<file path="src/rtl/alu_seq.sv">
// Sequential ALU: register file, single-cycle logic/binary/BCD ops and
// iterative unsigned multiply/divide behind a start/busy/done handshake.
module alu_seq #(
    parameter int W    = 8,
    parameter int NREG = 4,
    localparam int RW  = $clog2(NREG)
) (
    input  logic          clk,
    input  logic          rst_n,
    input  logic          RDY,
    input  logic          start,
    input  logic [3:0]    op,
    input  logic [RW-1:0] src,
    input  logic [RW-1:0] rb,
    input  logic [1:0]    bsel,
    input  logic [RW-1:0] dst,
    input  logic          wr,
    input  logic          CI,
    input  logic [W-1:0]  DB_in,
    output logic [W-1:0]  ai_out,
    output logic [W-1:0]  result,
    output logic [W-1:0]  hi,
    output logic          CO,
    output logic          N,
    output logic          Z,
    output logic          V,
    output logic          busy,
    output logic          done
);

    localparam int CW = $clog2(W + 1);
    localparam logic [3:0] OP_PASS = 4'd0, OP_ROL = 4'd1, OP_ROR = 4'd2, OP_ORA = 4'd3,
                           OP_AND  = 4'd4, OP_EOR = 4'd5, OP_ADC = 4'd6, OP_BCD = 4'd7,
                           OP_MUL  = 4'd8, OP_DIV = 4'd9;

    typedef enum logic {IDLE, RUN} state_t;

    state_t        state;
    logic [CW-1:0] cnt;
    logic [W-1:0]  regs [NREG];
    logic [W-1:0]  m_q;
    logic [W-1:0]  ai, bi;
    logic          accept_mc;

    logic [3:0]    op_q;
    logic [RW-1:0] dst_q;
    logic          wr_q;
    logic [W-1:0]  b_q;
    logic [2*W-1:0] p_q, p_nx;
    logic [W:0]    mul_sum, div_sh;
    logic          div_ge, div0;
    logic [W-1:0]  div_rem;

    logic [W:0]    bin_sum, bcd_sum;
    logic          add_v;
    logic [W-1:0]  sc_res;
    logic          sc_co, sc_v, sc_n, sc_z;

    // Per-nibble decimal adjust; carry ripples from the adjusted nibble.
    function automatic logic [W:0] bcd_add(input logic [W-1:0] a, input logic [W-1:0] b,
                                           input logic ci, input logic sub);
        logic [W-1:0] r;
        logic         c;
        logic [4:0]   t;
        r = '0;
        c = ci;
        for (int i = 0; i < W / 4; i++) begin
            t = {1'b0, a[4*i +: 4]} + {1'b0, b[4*i +: 4]} + {4'b0000, c};
            if (sub) begin
                c = t[4];
                r[4*i +: 4] = c ? t[3:0] : t[3:0] + 4'd10;
            end else begin
                c = (t >= 5'd10);
                r[4*i +: 4] = c ? t[3:0] + 4'd6 : t[3:0];
            end
        end
        return {c, r};
    endfunction

    assign ai        = regs[src];
    assign ai_out    = ai;
    assign busy      = (state == RUN);
    assign accept_mc = RDY && start && (state == IDLE) && (op == OP_MUL || op == OP_DIV);
    assign div0      = (b_q == '0);

    always_comb begin
        case (bsel)
            2'd0:    bi = m_q;
            2'd1:    bi = ~m_q;
            2'd2:    bi = CI ? '0 : '1;
            default: bi = regs[rb];
        endcase
    end

    always_comb begin
        bin_sum = {1'b0, ai} + {1'b0, bi} + {{W{1'b0}}, CI};
        bcd_sum = bcd_add(ai, bi, CI, bsel == 2'd1);
        add_v   = (ai[W-1] == bi[W-1]) && (bin_sum[W-1] != ai[W-1]);
        sc_res  = ai;
        sc_co   = CO;
        sc_v    = V;
        case (op)
            OP_PASS: sc_res = ai;
            OP_ROL:  begin sc_res = {ai[W-2:0], CI}; sc_co = ai[W-1]; end
            OP_ROR:  begin sc_res = {CI, ai[W-1:1]}; sc_co = ai[0]; end
            OP_ORA:  sc_res = ai | bi;
            OP_AND:  sc_res = ai & bi;
            OP_EOR:  sc_res = ai ^ bi;
            OP_ADC:  begin sc_res = bin_sum[W-1:0]; sc_co = bin_sum[W]; sc_v = add_v; end
            OP_BCD:  begin sc_res = bcd_sum[W-1:0]; sc_co = bcd_sum[W]; sc_v = add_v; end
            default: sc_res = ai;
        endcase
        // BCD reports N/Z from the unadjusted binary sum
        sc_n = (op == OP_BCD) ? bin_sum[W-1] : sc_res[W-1];
        sc_z = (op == OP_BCD) ? (bin_sum[W-1:0] == '0) : (sc_res == '0);
    end

    always_comb begin
        mul_sum = {1'b0, p_q[2*W-1:W]} + (p_q[0] ? {1'b0, b_q} : '0);
        div_sh  = {p_q[2*W-1:W], p_q[W-1]};
        div_ge  = (div_sh >= {1'b0, b_q});
        div_rem = div_ge ? W'(div_sh - {1'b0, b_q}) : div_sh[W-1:0];
        if (op_q == OP_MUL) p_nx = {mul_sum, p_q[W-1:1]};
        else                p_nx = {div_rem, p_q[W-2:0], div_ge};
    end

    // Iteration datapath: {hi,lo} holds product or {remainder,quotient}
    always_ff @(posedge clk) begin
        if (RDY) begin
            if (accept_mc) begin
                op_q  <= op;
                dst_q <= dst;
                wr_q  <= wr;
                b_q   <= bi;
                p_q   <= {{W{1'b0}}, ai};
            end else if (state == RUN) begin
                p_q <= p_nx;
            end
        end
    end

    always_ff @(posedge clk or negedge rst_n) begin
        if (!rst_n) begin
            for (int i = 0; i < NREG; i++) regs[i] <= '0;
            m_q    <= '0;
            result <= '0;
            hi     <= '0;
            CO     <= 1'b0;
            N      <= 1'b0;
            Z      <= 1'b0;
            V      <= 1'b0;
            state  <= IDLE;
            cnt    <= '0;
            done   <= 1'b0;
        end else if (RDY) begin
            m_q  <= DB_in;
            done <= 1'b0;
            case (state)
                IDLE: begin
                    if (start) begin
                        if (op == OP_MUL || op == OP_DIV) begin
                            state <= RUN;
                            cnt   <= '0;
                        end else begin
                            done <= 1'b1;
                            if (op <= OP_BCD) begin
                                result <= sc_res;
                                CO     <= sc_co;
                                V      <= sc_v;
                                N      <= sc_n;
                                Z      <= sc_z;
                                if (wr) regs[dst] <= sc_res;
                            end
                        end
                    end
                end
                default: begin
                    cnt <= cnt + CW'(1);
                    if (cnt == CW'(W - 1)) begin
                        state  <= IDLE;
                        done   <= 1'b1;
                        result <= p_nx[W-1:0];
                        hi     <= p_nx[2*W-1:W];
                        if (op_q == OP_MUL) begin
                            N  <= p_nx[2*W-1];
                            Z  <= (p_nx == '0);
                            CO <= |p_nx[2*W-1:W];
                            V  <= 1'b0;
                        end else begin
                            N  <= p_nx[W-1];
                            Z  <= !div0 && (p_nx[W-1:0] == '0);
                            CO <= 1'b0;
                            V  <= div0;
                        end
                        if (wr_q) regs[dst_q] <= p_nx[W-1:0];
                    end
                end
            endcase
        end
    end

endmodule

</file>
<file path="config.mk">
export PLATFORM = sky130hd
export DESIGN_NAME = alu_seq
export DESIGN_NICKNAME = d
export VERILOG_FILES = /design/src/rtl/alu_seq.sv
export SDC_FILE = /design/constraint.sdc
export NUM_CORES = 1
export LEC_CHECK = 0
export BUFFER_PORTS_ARGS = -buffer_cell sky130_fd_sc_hd__buf_4
export CORE_MARGIN = 1
export CORE_UTILIZATION = 61
export CTS_CLUSTER_DIAMETER = 50
export DETAILED_ROUTE_END_ITERATION = 10
export HOLD_SLACK_MARGIN = 0.06
export PLACE_DENSITY = 0.84
export SLEW_MARGIN = 0
export SYNTH_ARGS = -nofsm -noshare
export SYNTH_HDL_FRONTEND = slang
export SYNTH_SLANG_ARGS = --single-unit
</file>
<file path="constraint.sdc">
create_clock -name clk -period 14.28 [get_ports clk]
set_clock_uncertainty 0.2 [all_clocks]
set_input_delay 0.714 -clock clk [delete_from_list [all_inputs] [get_ports clk]]
set_output_delay 0.714 -clock clk [all_outputs]
set_load 0.1 [all_outputs]
</file>
==> summary by stage <==
Placed design
After legalization and detailed placement, the total HPWL measured 16700 um. The number of I/O port buffers is 55. Prior to clock tree synthesis, the placed netlist has a worst setup slack of 7.60 ns. Routability-driven placement finished with a final weighted congestion of 0.953. In this run, placement finished with an instance count of just under 1000. The instance area at placement is 0.00794 mm^2.

Worst setup path
For the worst setup path, the data arrival time is roughly 6.6 ns. The most repeated library cell on the critical path is sky130_fd_sc_hd__fa_1. The critical path goes through buf_4 -> mux4_2 -> o21ai_0 -> a21o_1 -> fa_1 -> inv_1 -> fa_1 -> xnor2_1 -> inv_1 -> o21ai_0 -> a31oi_1 -> fa_1 -> fa_1 -> xnor2_1 -> inv_1 -> ha_1 -> a221oi_1 -> a311oi_1 -> a211oi_1 -> o32a_1 -> a22oi_1 -> o21ai_0. The largest fanout on the critical path is 8. In this design, the largest share of critical-path delay is due to compound AO/OA/AOI/OAI gates. The largest incremental delay on the critical path is 0.51 ns.

The buffers plus inverters on the worst setup path is 4. The slowest stage of the critical path is the sky130_fd_sc_hd__mux4_2 cell. STA classifies the critical path endpoint as a flop. The worst setup path is of the in2reg kind.

For the worst setup path, the data required time is 14.35 ns. The kind of start point of the critical path is an input port.

STA
Derived from the worst setup path, the maximum achievable clock frequency is 154 MHz. Setup repair after global routing left no endpoint under its margin. Setup violations remaining at the end of the flow were counted as 0. The setup TNS is 0 ns. The post-route worst hold slack is 0.272 ns. The clock period minus final worst setup slack is ~6.5 ns. The worst pin sits at a relative slew slack of 30.1%. The slew of the pin with the lowest slew margin is 1.05 ns. The number of slew-limit violations in the final report is 0. The hold violation total from the final report is 0. The worst path uses 45.5% of the clock period. The smallest setup slack after layout is 7.79 ns.

Global routing
The total congestion overflow after global routing is 0. The wire length of the first global-routing pass is 36500 um. The via count of the first global-routing pass was 6809. The total routing resource utilization after global routing is a little under two fifths. The largest net degree at the start of global routing is 67.

The initial antenna violation count came to 0.

Synthesis
The most frequent cell after synthesis is sky130_fd_sc_hd__nor2_1. During synthesis, Yosys emitted a total of 0 warnings. A synthesized cell averages 9.11 um^2. The post-synth net total is 893. Yosys mapped a number of flops with a built-in enable equal to 31. In the synthesized netlist the async set-or-reset flop fraction comes to 68.0%.

After synthesis the cells add up to between 0.007 and 0.008 mm^2. The largest total area in the synthesized netlist belongs to sky130_fd_sc_hd__dfrtp_1. The number of synthesized register bits is 97. For this run, the register share of the synthesized area comes to roughly a third.

The share of the synthesized area in the top cell type is 22.0%. The main flop type after synthesis is sky130_fd_sc_hd__dfrtp_1. The number of distinct standard cells referenced by the synthesized netlist is 79.

The count of mapped cells out of synthesis is 824. By area the synthesized netlist is led by sky130_fd_sc_hd__dfrtp_1, sky130_fd_sc_hd__edfxtp_1, sky130_fd_sc_hd__ha_1. In the synthesized netlist, the cells that appear most often are sky130_fd_sc_hd__nor2_1, sky130_fd_sc_hd__dfrtp_1, sky130_fd_sc_hd__nand2_1.

Final layout
The number of nets at the end of the flow is 916. Fill cells in the final layout number 960. The relative area change from synthesis to final layout is 9.79%.

The post-layout instance count excluding filler cells is 999. The share of cells above drive strength 1 is 14.9%. The final design area excluding fillers is about 0.0082 mm^2. The number of antenna cells inserted is 0.

CTS
The number of CTS-inserted buffers is 9. The maximum root-to-sink buffer count is 2. The number of cells upsized or downsized after cts is 0. The post-CTS clock slew at the launch and capture registers of the worst setup and hold paths is 0.07 ns.

The number of H-tree levels is 3. For this design, the sink count on the clock tree is just under 100. The count of buffers added by post-CTS timing repair for setup is 0. The number of buffers added to fix hold violations after cts is 0. The tree is rooted in a sky130_fd_sc_hd__clkbuf_16. The TritonCTS clock tree is built. Clock latency on the worst-skew pair, taken at its later pin, is roughly 0.35 ns.

Floorplan
The number of core rows is 40. The core outline area is 0.0120 mm^2. The top-level port count is 56. Once the floorplan was initialized, standard cells occupied 62.5% of the core. The die covers ~0.013 mm^2. The horizontal extent of the die is between 100 and 150 um. In this run the vertical extent of the chip is around 110 um.

Worst hold path
The worst hold path class is in2async.

Routing
The routed layout has 7042 vias. Before antenna repair, the detailed router went through 6 iterations. The first-iteration detailed-routing DRC count is 1021. The detail route stage leaves a number of antenna-violating nets equal to 0.

The overall routed net length is 22900 um. The number of vias per cell after detailed routing is ~7.0. The DRC violation count after routing is 0. After detailed routing, the average wire length per cell comes to 22.9 um.

Status
The flow ran to the end, and the final reports show no timing, DRC or antenna violations.

Flow run
Across the run, the number of max-cap violations was 0.

Power
In this run the power density over the cells is 234 mW/mm^2. The leakage dissipation is 3.56 nW. IR analysis of the VDD net gives a maximum drop of 0.166 mV.
-- metal layers --
| metal | wire length [um] | GRT usage [%] | vias up |
|---|---|---|---|
| met5 | 0 | 0 | - |
| met3 | 2440 | 7.23 | 81 |
| met1 | 9190 | 51.9 | 3396 |
| li1 | - | - | 3134 |
| met4 | 982 | 16.8 | 0 |
| met2 | 10300 | 57.3 | 431 |
-- sequential cells by signal, indices dropped and copies added (netlist names) --
signal / cells
V: 1
op_q: 4
dst_q: 2
regs: 32
CO: 1
p_q: 16
result: 8
m_q: 8
wr_q: 1
done: 1
hi: 8
Z: 1
N: 1
cnt: 4
busy: 1
b_q: 8
-- layout by cell type, fill, tap and decap left out, drive strengths merged, types with 11 or more instances in the layout --
cell,netlist,layout
nor2,70,70
dfrtp,66,66
nand2,64,64
o21ai,61,61
inv,54,60
buf,15,59
a21oi,44,44
ha,37,37
edfxtp,31,31
o22ai,26,26
a22o,25,25
mux4,16,16
nand3,16,16
a21o,15,15
mux2,15,15
xor2,14,14
mux2i,12,12
nand4,12,12
xnor2,12,12
nor3,11,11
a31oi,11,11
-- cell families after synthesis --
| group | Yosys count | share of synthesized area (%) |
|---|---|---|
| XOR/XNOR | 26 | 3.03 |
| buffers and inverters | 101 | 5.37 |
| AO/OA/AOI/OAI | 261 | 23.5 |
| flip-flops | 97 | 34.4 |
| multiplexers | 43 | 8.65 |
| adder cells (fa/ha/maj) | 43 | 7.77 |
| AND/OR/NAND/NOR | 253 | 17.2 |
-- final timing paths --
check                           startpoint   endpoint  slack, ns  cells after the start
max in group asynchronous            rst_n      hi[2]      13.06                      1
worst max-delay path                 rb[0]   regs[15]       7.79                     22
worst max register to register    regs[24]   regs[15]       7.98                     21
min in group clk                 result[1]  result[1]       0.28                      2
worst min register to register   result[1]  result[1]       0.28                      2
worst min-delay path                 rst_n   regs[17]       0.27                      1
-- layout make-up --
class,count,area [um^2],area share (%)
multi-input combinational,626,4520,54.9
tap,147,184,2.23
timing repair buffer,59,443,5.38
sequential,97,2580,31.3
clock buffer,9,225,2.73
inverter,54,203,2.46
clock inverter,7,76.3,0.926
-- metrics by stage --
stage | total power, mW | util (%)
2_1_floorplan | 1.37 | -
3_3_place_gp | 1.62 | 66.1
3_5_place_dp | 1.65 | 66.1
4_1_cts | 1.90 | 68.6
5_1_grt | 2.04 | 68.6
6_report | 1.93 | 68.6
-- worst reg2reg max path, delay by kind of cell, from the launching register on --
| family | cells | cell delay, ns |
|---|---|---|
| AOI/OAI and AO/OA | 10 | 2.31 |
| muxes | 1 | 0.45 |
| buffers and inverters | 3 | 0.36 |
| xor gates and xnor gates | 2 | 0.74 |
| DFF | 1 | 0.42 |
| adders and majority gates | 5 | 1.75 |
-- report_power, final --
part / internal [mW] / switching, mW
Combinational: 0.399 / 0.826
Sequential: 0.381 / 0.0766
Clock: 0.125 / 0.119
(Power assumes the default switching activity.)
